`src/rtl/prm_edge_mask_accum.sv`:
```
// Streams obstacle voxel codes to the edge-checker bank and ORs the returned edge masks into a
// blocked-edge bitmap. The bitmap is then dumped as 32-bit words with a running blocked-edge count.
//   state   | meaning
//   S_IDLE  | waiting for start
//   S_CLR   | clear bitmap and counters
//   S_SCAN  | accept voxels, fold the mask of the previous one
//   S_DRAIN | fold the mask of the final voxel
//   S_DUMP  | present bitmap words to the graph-search engine
//   S_FIN   | one-cycle done pulse
module prm_edge_mask_accum #(
  parameter int N_EDGE = 512,
  parameter int CODE_W = 15,
  localparam int NW    = N_EDGE / 32,
  localparam int IDX_W = (NW > 1) ? $clog2(NW) : 1,
  localparam int CNT_W = $clog2(N_EDGE) + 1
) (
  input  logic              CLK,
  input  logic              RST,
  input  logic              start,
  input  logic              vox_valid,
  output logic              vox_ready,
  input  logic [CODE_W-1:0] vox_code,
  input  logic              vox_last,
  output logic [CODE_W-1:0] chk_code,
  input  logic [N_EDGE-1:0] chk_mask,
  output logic              rd_valid,
  input  logic              rd_ready,
  output logic [31:0]       rd_data,
  output logic [IDX_W-1:0]  rd_idx,
  output logic [CNT_W-1:0]  blocked_cnt,
  output logic [15:0]       vox_cnt,
  output logic              busy,
  output logic              done
);

  typedef enum logic [2:0] {S_IDLE, S_CLR, S_SCAN, S_DRAIN, S_DUMP, S_FIN} state_t;

  state_t            r_state, w_next;
  logic [N_EDGE-1:0] r_bitmap;
  logic [CODE_W-1:0] r_code;
  logic              r_pend;
  logic [IDX_W-1:0]  r_idx;
  logic [CNT_W-1:0]  r_blocked;
  logic [15:0]       r_vox_cnt;
  logic              w_accept;
  logic              w_rd_hs;
  logic              w_last_word;
  logic [31:0]       w_word;
  logic [CNT_W-1:0]  w_word_ones;

  always_ff @(posedge CLK) begin
    if (RST) r_state <= S_IDLE;
    else     r_state <= w_next;
  end

  always_comb begin
    w_next    = r_state;
    vox_ready = 1'b0;
    rd_valid  = 1'b0;
    done      = 1'b0;
    busy      = (r_state != S_IDLE);
    case (r_state)
      S_IDLE:  if (start) w_next = S_CLR;
      S_CLR:   w_next = S_SCAN;
      S_SCAN: begin
        vox_ready = 1'b1;
        if (vox_valid && vox_last) w_next = S_DRAIN;
      end
      S_DRAIN: w_next = S_DUMP;
      S_DUMP: begin
        rd_valid = 1'b1;
        if (rd_ready && w_last_word) w_next = S_FIN;
      end
      S_FIN: begin
        done   = 1'b1;
        w_next = S_IDLE;
      end
      default: w_next = S_IDLE;
    endcase
  end

  assign w_accept    = vox_ready & vox_valid;
  assign w_rd_hs     = rd_valid & rd_ready;
  assign w_last_word = (r_idx == IDX_W'(NW - 1));
  assign w_word      = r_bitmap[{r_idx, 5'd0} +: 32];

  always_comb begin
    w_word_ones = '0;
    for (int j = 0; j < 32; j++) w_word_ones = w_word_ones + CNT_W'(w_word[j]);
  end

  // The mask for a code arrives one cycle after the code is registered, hence the pend flag.
  always_ff @(posedge CLK) begin
    if (RST) begin
      r_bitmap  <= '0;
      r_code    <= '0;
      r_pend    <= 1'b0;
      r_idx     <= '0;
      r_blocked <= '0;
      r_vox_cnt <= '0;
    end else begin
      case (r_state)
        S_CLR: begin
          r_bitmap  <= '0;
          r_vox_cnt <= '0;
          r_blocked <= '0;
          r_idx     <= '0;
          r_pend    <= 1'b0;
        end
        S_SCAN, S_DRAIN: begin
          if (r_pend) r_bitmap <= r_bitmap | chk_mask;
          r_pend <= w_accept;
          if (w_accept) begin
            r_code <= vox_code;
            if (r_vox_cnt != 16'hFFFF) r_vox_cnt <= r_vox_cnt + 16'd1;
          end
        end
        S_DUMP: begin
          if (w_rd_hs) begin
            r_blocked <= r_blocked + w_word_ones;
            if (!w_last_word) r_idx <= r_idx + 1'b1;
          end
        end
        default: ;
      endcase
    end
  end

  assign chk_code    = r_code;
  assign rd_data     = w_word;
  assign rd_idx      = r_idx;
  assign blocked_cnt = r_blocked;
  assign vox_cnt     = r_vox_cnt;

endmodule

```
`config.mk`:
```
export PLATFORM = sky130hd
export DESIGN_NAME = prm_edge_mask_accum
export DESIGN_NICKNAME = d
export VERILOG_FILES = /design/src/rtl/prm_edge_mask_accum.sv
export SDC_FILE = /design/constraint.sdc
export NUM_CORES = 1
export LEC_CHECK = 0
export ABC_AREA = 0
export ABC_CLOCK_PERIOD_IN_PS = 7500
export BUFFER_PORTS_ARGS = -buffer_cell sky130_fd_sc_hd__buf_2
export CORE_MARGIN = 4
export CORE_UTILIZATION = 30
export DETAILED_ROUTE_END_ITERATION = 12
export HOLD_SLACK_MARGIN = 0.03
export PLACE_DENSITY = 0.47
export SLEW_MARGIN = 0
export SYNTH_ARGS = -nofsm -noshare
export SYNTH_HDL_FRONTEND = slang
export SYNTH_SLANG_ARGS = --single-unit
```
`constraint.sdc`:
```
create_clock -name CLK -period 7.5 [get_ports CLK]
set_input_delay 0.375 -clock CLK [delete_from_list [all_inputs] [get_ports CLK]]
set_output_delay 0.375 -clock CLK [all_outputs]
set_load 0.02 [all_outputs]
```
======== After elaboration in Yosys (flattened, before gate mapping) ========
Cells that the tools add are included.
storage, ports and cells
  input bits .............................. 533
  flip-flop bits (word level) ............. 561
cells by class
  equal/unequal tests ..................... 15
  add/subtract/negate cells ............... 34
  reduce and logical (&&, ||, !) cells .... 13
  bitwise gates (word level) .............. 3
  shifts and indexed selects .............. 1
  muxes and demuxes ....................... 18
operators by type and width
  kind                                            count
  case mux 512 bit (2 select lines)               1
  two-way mux 512 bit                             1
  OR 512 bit                                      1
  variable part select 512 x 10 -> 32 bit         1
  adder 10 x 1 -> 10 bit                          22
  two-way mux 16 bit                              2
  case mux 16 bit (2 select lines)                1
  case mux 10 bit (2 select lines)                1
  adder 16 x 1 -> 16 bit (second input constant)  1
  != test 16 bit (second input constant)          1
  != test 2 bit (second input constant)           8
  case mux 3 bit (5 select lines)                 1
  adder 10 bit                                    1
  adder 9 x 1 -> 10 bit                           1
  two-way mux 10 bit                              1
  adder 8 x 1 -> 9 bit                            1
  two-way mux 3 bit                               3
  AND reduction 3 bit                             3
  adder 7 x 1 -> 8 bit                            1
  two-way mux 4 bit                               2
  case mux 4 bit (2 select lines)                 1
  adder 6 x 1 -> 7 bit                            1
  adder 5 x 1 -> 6 bit                            1
  == test 3 x 2 -> 1 bit (second input constant)  2
  other kinds (17)                                25

======== Longest topological paths before layout ========
Gate-level depths: netlist of the first run.
  depth after elaboration ................. 35
  mapped depth ............................ 21
  gate-level depth less buffers ........... 17

======== Least setup slack after synthesis of the first run ========
No wires, ideal clock.
  kind .................................... flip-flop to flip-flop
  start ................................... reg r_idx[0] (netlist: rd_idx[0])
  end ..................................... reg r_blocked[8] (netlist: blocked_cnt[8])
  buffers on the path ..................... 3
  path slack .............................. 668 ps
  data required time ...................... 7371 ps
  cell stages (with the launch flop) ...... 20
  arrival ................................. 6703 ps
  path through ............................ dfxtp_1 > clkbuf_2 > buf_6 > buf_2 > mux4_2 > mux4_2 > fa_1 > inv_1 > fa_1 > fa_1 > fa_1 > fa_1 > fa_1 > fa_1 > inv_1 > fa_1 > a211o_1 > a2111oi_0 > nor4_1 > mux2i_1
between the ends
  elaborated cells between the ends (all ways) .. 35
  those cells by class .................... add/sub (32); shift (1); mux (2)
RTL lines
  what                                     line  source
  start, declared                          42    logic [IDX_W-1:0] r_idx;
  start signal, assigned                   121   if (!w_last_word) r_idx <= r_idx + 1'b1;
  variable part select 512 x 10 -> 32 bit  85    assign w_word = r_bitmap[{r_idx, 5'd0} +: 32];
  net rd_data[23]                          28    output logic [31:0] rd_data,
  adder 10 x 1 -> 10 bit (9 in series)     89    for (int j = 0; j < 32; j++) w_word_ones = w_word_ones + CNT_W'(w_word[j]);
  adder 10 bit                             120   r_blocked <= r_blocked + w_word_ones;
  two-way mux 10 bit                       119   if (w_rd_hs) begin
  case mux 10 bit (2 select lines)         102   case (r_state)
  end signal, assigned                     120
  end, declared                            43    logic [CNT_W-1:0] r_blocked;
The timed path passes the listed nets, and every way through them passes these cells. The select of a mux whose other input is x is not followed.
A chain may end at the register's enable or synchronous reset.

======== Final worst setup path of the first run ========
  start ................................... reg r_idx[0] (netlist: rd_idx[0])
  end ..................................... reg r_blocked[8] (netlist: blocked_cnt[8])
between the ends
  cells in the longest elaborated chain, start to end .. 35
ends and longest elaborated chain
  what                                         line
  variable part select 512 x 10 -> 32 bit (*)  85
  adder 1 x 1 -> 2 bit                         89
  adder 2 x 1 -> 3 bit                         89
  adder 3 x 1 -> 4 bit                         89
  adder 4 x 1 -> 5 bit                         89
  adder 5 x 1 -> 6 bit                         89
  adder 6 x 1 -> 7 bit                         89
  adder 7 x 1 -> 8 bit                         89
  adder 8 x 1 -> 9 bit                         89
  adder 9 x 1 -> 10 bit                        89
  adder 10 x 1 -> 10 bit (21 in series)        89
  adder 10 x 1 -> 10 bit (*)                   89
  adder 10 bit (*)                             120
  two-way mux 10 bit (*)                       119
  case mux 10 bit (2 select lines) (*)         102
Every way passes the cells marked *; elsewhere a longest branch is shown, timed or not. The select of a mux whose other input is x is not followed.

==> results of run 1 <==
==> layout make-up <==
| type | count | area [um^2] |
|---|---|---|
| multi-input combinational | 1458 | 10200 |
| clock buffer | 94 | 1940 |
| fill | 7114 | 41000 |
| antenna | 28 | 70.1 |
| tap | 969 | 1210 |
| timing repair buffer | 1115 | 8170 |
| sequential | 561 | 11200 |
| clock inverter | 23 | 312 |
| inverter | 46 | 173 |
==> cell usage in the layout, fill, tap and decap left out, types with 26 or more instances in the layout <==
cell type,Yosys,layout
dlygate4sd3_1,0,479
diode_2,0,28
buf_2,126,613
mux4_2,160,160
nor2_1,522,521
a21oi_1,548,548
dfxtp_1,561,557
nand2_1,58,58
inv_1,33,33
clkbuf_16,0,68
fa_1,26,26
==> Yosys cell counts, types with 3 or more instances <==
| cell type | number |
|---|---|
| dfxtp_1 | 561 |
| a21oi_1 | 548 |
| nor2_1 | 522 |
| mux4_2 | 160 |
| buf_2 | 126 |
| nand2_1 | 58 |
| clkbuf_1 | 33 |
| inv_1 | 33 |
| fa_1 | 26 |
| ha_1 | 17 |
| or3_1 | 15 |
| inv_2 | 13 |
| mux2i_1 | 13 |
| o21ai_0 | 9 |
| nand4_1 | 7 |
| nand3b_1 | 6 |
| buf_1 | 5 |
| nand3_1 | 5 |
| nor2b_1 | 5 |
| nor4_1 | 4 |
| o31ai_1 | 4 |
| a211o_1 | 3 |
| a21o_1 | 3 |
| and4_1 | 3 |
| buf_6 | 3 |
| nand2b_1 | 3 |
| nor3_1 | 3 |
| o2111ai_1 | 3 |
| or4_1 | 3 |
==> per-layer routing <==
| layer | routed length (um) | vias to the layer above |
|---|---|---|
| met2 | 43900 | 794 |
| met4 | 3430 | 10 |
| met5 | 57 | - |
| met3 | 7060 | 167 |
| li1 | - | 9918 |
| met1 | 41300 | 10300 |
==> registers in the layout, indices dropped and copies added, names as in the netlist <==
signal / cells
rd_idx: 4
r_pend: 1
r_state: 3
vox_cnt: 16
blocked_cnt: 10
chk_code: 15
r_bitmap: 512
==> cell families after synthesis <==
| family | after synthesis | synth area share (%) |
|---|---|---|
| and+or+nand+nor | 649 | 11.9 |
| AOI/OAI and AO/OA | 590 | 13.7 |
| DFF | 561 | 50.0 |
| buffers and inverters | 214 | 4.39 |
| muxes | 174 | 16.7 |
| adders and majority gates | 43 | 3.27 |
| xor gates and xnor gates | 2 | 0.0780 |
==> worst max-delay path: stages, from the launching register on <==
cell	delay, ns
dfxtp_4	0.47
buf_12	0.28
buf_4	0.29
mux4_2	0.53
mux4_2	0.50
inv_2	0.08
fa_1	0.50
fa_1	0.56
fa_1	0.43
fa_1	0.51
fa_1	0.43
fa_1	0.51
fa_1	0.18
inv_1	0.06
fa_1	0.48
a211o_1	0.37
a2111oi_0	0.48
nor4_1	0.12
mux2i_1	0.15
==> through the flow <==
step                std cells  power [mW]  cell area [um^2]
floorplan                2233        4.06             22500
global placement         3670        4.49             26300
detailed placement       3670        4.52             26300
CTS                      4266        8.10             33300
global route             4288        8.37             33400
finish                   4294        8.01             33400
==> repair_timing <==
action                    in CTS  in global routing
resized for setup              0                  0
hold buffers                 479                  0
hold endpoints to repair     479                  0
==> worst paths after layout <==
path	cells after the start	slack, ns	endpoint	start
max	18	0.43	blocked_cnt[8]	rd_idx[0]
min	3	0.05	r_bitmap[263]	chk_mask[263]
max reg2reg	18	0.43	blocked_cnt[8]	rd_idx[0]
min reg2reg	2	0.45	chk_code[14]	chk_code[14]
==> where the power goes <==
| part | switching [mW] | internal [mW] | total (mW) | leakage [nW] |
|---|---|---|---|---|
| Clock | 1.32 | 2.02 | 3.34 | 1.10 |
| Combinational | 0.723 | 0.617 | 1.34 | 7.88 |
| Sequential | 0.136 | 3.19 | 3.33 | 4.56 |
| Total | 2.18 | 5.83 | 8.01 | 13.5 |
==> flow_summary_export.csv, run 1 <==
group,metric,value,unit
global_route,use_met2,37.5,%
clock_tree,clockBufferDepth,3,
power,p_leak,13.5,nW
place,io_buffer_count,613,
timing,setup_viol_count_final,0,
global_route,grt_overflow,0,
worst_setup_path,critPathRequiredTime,7.97,ns
clock_tree,cts_root_buffer,"clkbuf_16",
place,place_ws,0.400,ns
timing,rsz0062_at_grt,"false",
detailed_routing,drc_errors,0,
clock_tree,tritoncts,"done",
global_route,grt_pass1_wl,139000,um
floorplanning,num_io_pins,614,
timing,hold_slack,0.0533,ns
floorplanning,core,74300,um^2
synthesis,yosysTopAreaCell,"dfxtp_1",
timing,report.final.slew_viol_count,0,
clock_tree,path_clk_slew,0.06,ns
synthesis,synth-edff-count,0,
global_route,grt_antenna_before_repair,39,
place,hpwl,70700,um
synthesis,synth_fp_nets,2809,
timing,worst_slew_pin_slew,1.30,ns
detailed_routing,num_vias,21200,
finish,syn_to_final_growth,48.6,%
timing,hold_violations,0,
timing,tns,0,ns
timing,timing.fmax,141,MHz
global_route,globalRouteTotalUtil,23.4,%
timing,post-route-period-util,94.3,%
synthesis,async_reset_ff_share,0,%
timing,slew_headroom,13.6,%
timing,setup_ws,0.428,ns
global_route,busiest_layer,"met2",
synthesis,synth-main-ff-cell,"dfxtp_1",
floorplanning,die_x,282,um
synthesis,seq_area_frac_synth,50.0,%
synthesis,ys_seq_elements,561,
place,place_congestion,0.867,
synthesis,postSynthAreaPerCell,10.1,um^2
clock_tree,clk_latency,0.61,ns
detailed_routing,ant_nets,0,
synthesis,syn_inst,2233,
global_route,grt_pass1_vias,21400,
timing,period_needed,7.07,ns
floorplanning,rows,100,
power,pwr_density_cell,240,nW/um^2
global_route,grt_max_degree,248,
finish,drive_gt1_share,28.3,%
clock_tree,numCtsBuffers,66,
hold_path,hold_class,"input pin to flop",
floorplanning,dieArea,79300,um^2
status,status,"finished, final reports clean",
worst_setup_path,crit_arrival,7.54,ns
synthesis,synth_area,22500,um^2
detailed_routing,vias_per_cell,4.94,
floorplanning,start_util,30.2,%
global_route,met3_usage,5.66,%
clock_tree,clock-sinks,561,
run,max-cap-violations,0,
detailed_routing,wl_per_cell,22.3,um
power,ir_drop,0.178,mV
synthesis,yosys-top-cells-area,"dfxtp_1 50%, mux4_2 16%, a21oi_1 12%, nor2_1 8.7%, buf_2 2.8%",
clock_tree,h-tree-depth,3,
floorplanning,die_height,282,um
worst_setup_path,crit_path_end_kind,"flop",
synthesis,netlist.area_leader.share,50.0,%
global_route,grt_util_met1,31.1,%
synthesis,yosysWarnings,0,
finish,finish.utilization,44.9,%
finish,fin_nets,3824,
timing,skew,0.0283,ns
detailed_routing,first_pass_iters,8,
detailed_routing,drt_iter0_drc,1607,
detailed_routing,totalWireLength,95800,um
worst_setup_path,crit_fanout,28,
worst_setup_path,crit_type,"flop to flop",
worst_setup_path,worstSetupStartpointType,"flop",
synthesis,ys_types,57,
clock_tree,cts_setup_buffers,0,
(Power assumes the default switching activity.)
==> run 2: changes to the inputs <==
Settings changed: ABC_AREA 0 to 1, PLACE_DENSITY 0.47 to 0.46, SKIP_CTS_REPAIR_TIMING set to 1.
==> flow_summary_export.csv, run 2 <==
group,metric,value,unit
status,status,"finished, final reports clean",
worst_setup_path,crit_path_end_kind,"flop",
place,place_congestion,0.870,
floorplanning,rows,103,
power,pwr_density_cell,285,nW/um^2
finish,final_cell_mix,"801 x a21oi_1, 613 x buf_2, 558 x dfxtp_1, 388 x nand2_1, 336 x nor2_1",
worst_setup_path,crit_fanout,146,
synthesis,synth-main-ff-cell,"dfxtp_1",
synthesis,async_reset_ff_share,0,%
synthesis,yosysWarnings,0,
clock_tree,clockBufferDepth,3,
global_route,grt_pass1_wl,157000,um
finish,final_area,31200,um^2
finish,multi_input_area,10300,um^2
finish,mostFrequentLayoutCell,"a21oi_1",
clock_tree,path_clk_slew,0.06,ns
synthesis,synth_fp_nets,3805,
timing,setup_viol_count_final,0,
floorplanning,start_util,30.3,%
finish,regMostFlops,"r_bitmap",
synthesis,postSynthAreaPerCell,7.41,um^2
synthesis,netlist.area_leader.share,46.9,%
power,comb_power_share,22.9,%
synthesis,ys_seq_elements,561,
worst_setup_path,worstSetupStartpointType,"flop",
power,pwr-share-seq,39.6,%
floorplanning,num_io_pins,614,
global_route,grt_overflow,0,
timing,rsz0062_at_grt,"false",
detailed_routing,ant_nets,0,
hold_path,hold_class,"input pin to flop",
floorplanning,dieArea,84400,um^2
power,power,8.88,mW
clock_tree,tritoncts,"done",
place,io_buffer_count,613,
timing,slew_headroom,27.9,%
detailed_routing,drc_errors,0,
synthesis,synth_top_family_by_area,"compound AO/OA/AOI/OAI gates",
power,p_leak,12.6,nW
global_route,busiest_layer,"met2",
timing,timing.fmax,151,MHz
floorplanning,die_x,290,um
global_route,globalRouteTotalUtil,25.3,%
floorplanning,die_height,290,um
worst_setup_path,crit_type,"flop to flop",
global_route,grt_antenna_before_repair,21,
synthesis,syn_inst,3229,
place,placed_area,27500,um^2
global_route,grt_util_met1,32.2,%
timing,tns,0,ns
synthesis,synth-edff-count,0,
synthesis,synth_fa_ha_area_share,3.06,%
finish,fillers,8360,
detailed_routing,drt_iter0_drc,2018,
synthesis,yosys-mux-area-fraction,0,%
synthesis,seq_area_frac_synth,46.9,%
detailed_routing,wl_per_cell,22.8,um
synthesis,synth_compound_area_share,22.8,%
finish,syn_to_final_growth,30.3,%
global_route,grt_pass1_vias,22500,
worst_setup_path,critPathRequiredTime,7.95,ns
synthesis,yosys-top-cells-area,"dfxtp_1 47%, a21oi_1 17%, nand2_1 6.1%, o21ai_0 5.4%, nor2_1 5.3%",
detailed_routing,num_vias,24100,
synthesis,yosysMostFrequentCell,"a21oi_1",
clock_tree,cts_root_buffer,"clkbuf_16",
clock_tree,clk_latency,0.61,ns
synthesis,yosysTopAreaCell,"dfxtp_1",
finish,largest_reg_flops,512,
run,max-cap-violations,0,
timing,hold_violations,0,
power,switching_power,2.88,mW
synthesis,synth-xor-area-share,0.329,%
global_route,met3_usage,6.30,%
power,p_clk_share,37.5,%
synthesis,synth-simple-area-share,16.5,%
power,netSwitchingFraction,32.5,%
clock_tree,h-tree-depth,3,
clock_tree,clock-sinks,561,
synthesis,ys_types,28,
floorplanning,core,79000,um^2
finish,fin_nets,4435,
synthesis,synth_area,23900,um^2
timing,skew,0.0233,ns
detailed_routing,vias_per_cell,4.85,
power,ir_drop,0.143,mV
finish,drive_gt1_share,20.0,%
timing,report.final.slew_viol_count,0,
global_route,grt_max_degree,183,
timing,period_needed,6.61,ns
timing,post-route-period-util,88.1,%
clock_tree,numCtsBuffers,67,
timing,worst_slew_pin_slew,1.08,ns
power,p_int,6.00,mW
detailed_routing,totalWireLength,113000,um
synthesis,synth_common_cells,"801 x a21oi_1, 561 x dfxtp_1, 388 x nand2_1",
finish,seqCellArea,11200,um^2
worst_setup_path,crit_arrival,7.06,ns
global_route,use_met2,42.8,%
detailed_routing,first_pass_iters,6,
place,hpwl,85800,um
[run 2: cell types whose count changed after synthesis, sizes merged, moves of 180 or more]
cell and change:
nor2 -180, o21ai +274, nand3 +209, nand2 +334, inv +290, a21oi +253
[run 2: cells by family (layout without fill, tap and decap cells)]
group | after synthesis | after routing
AO/OA/AOI/OAI | 1088 | 1088
AND/OR/NAND/NOR | 962 | 962
buffers and inverters | 566 | 1245
flip-flops | 561 | 561
adder cells (fa/ha/maj) | 43 | 43
XOR/XNOR | 9 | 9
other | 0 | 10
[run 2: critical path: stages, from the launching register on]
cell	delay (ns)
dfxtp_4	0.44
inv_8	0.48
buf_4	0.38
a21oi_1	0.09
o21ai_0	0.10
nand3_1	0.11
nand3_1	0.13
nand2_1	0.11
fa_1	0.55
inv_1	0.05
fa_1	0.52
fa_1	0.44
fa_1	0.54
fa_1	0.43
fa_1	0.51
fa_1	0.17
inv_1	0.07
fa_1	0.46
nand3_1	0.10
nand2_1	0.09
nand2_1	0.07
nand2_1	0.05
or2_2	0.27
nand3_1	0.06
a21oi_1	0.05
[run 2: stage by stage]
step	utilization, %	worst slack [ns]	cells	hold slack [ns]
6_report	39.5	0.890	4968	0.00401
5_1_grt	39.5	0.513	4962	0.0301
4_1_cts	37.6	0.863	4808	-0.0470
3_5_place_dp	34.7	0.859	4690	0.446
3_3_place_gp	34.7	0.959	4690	0.438
2_1_floorplan	-	1.48	3229	0.431
[run 2: cell type report]
type	instances	share of cell area [%]
antenna	10	0.0802
clock buffer	102	6.44
clock inverter	16	0.686
inverter	338	4.10
multi-input combinational	2102	32.9
sequential	561	36.0
tap	1050	4.21
timing repair buffer	789	15.6
[run 2: power by group through the flow]
stage	Clock, mW	Sequential (mW)	Combinational (mW)
2_1_floorplan	0	3.52	1.27
3_3_place_gp	0	3.58	1.97
6_report	3.33	3.51	2.03
5_1_grt	3.52	3.54	2.28
4_1_cts	3.40	3.51	1.97
3_5_place_dp	0	3.57	1.96
[run 2: per-layer routing]
layer	part of all wire, %	vias up
met2	48	790
met5	0.045	-
met1	42	11300
li1	-	11900
met3	7.6	141
met4	2.5	10
[run 2: worst paths after layout]
kind | from | end | slack (ns) | cells past startpoint
setup / recovery | rd_idx[0] | blocked_cnt[6] | 0.89 | 24
hold / removal | vox_code[0] | chk_code[0] | 0.004 | 3
setup reg to reg | rd_idx[0] | blocked_cnt[6] | 0.89 | 24
hold reg to reg | r_bitmap[187] | r_bitmap[187] | 0.45 | 2
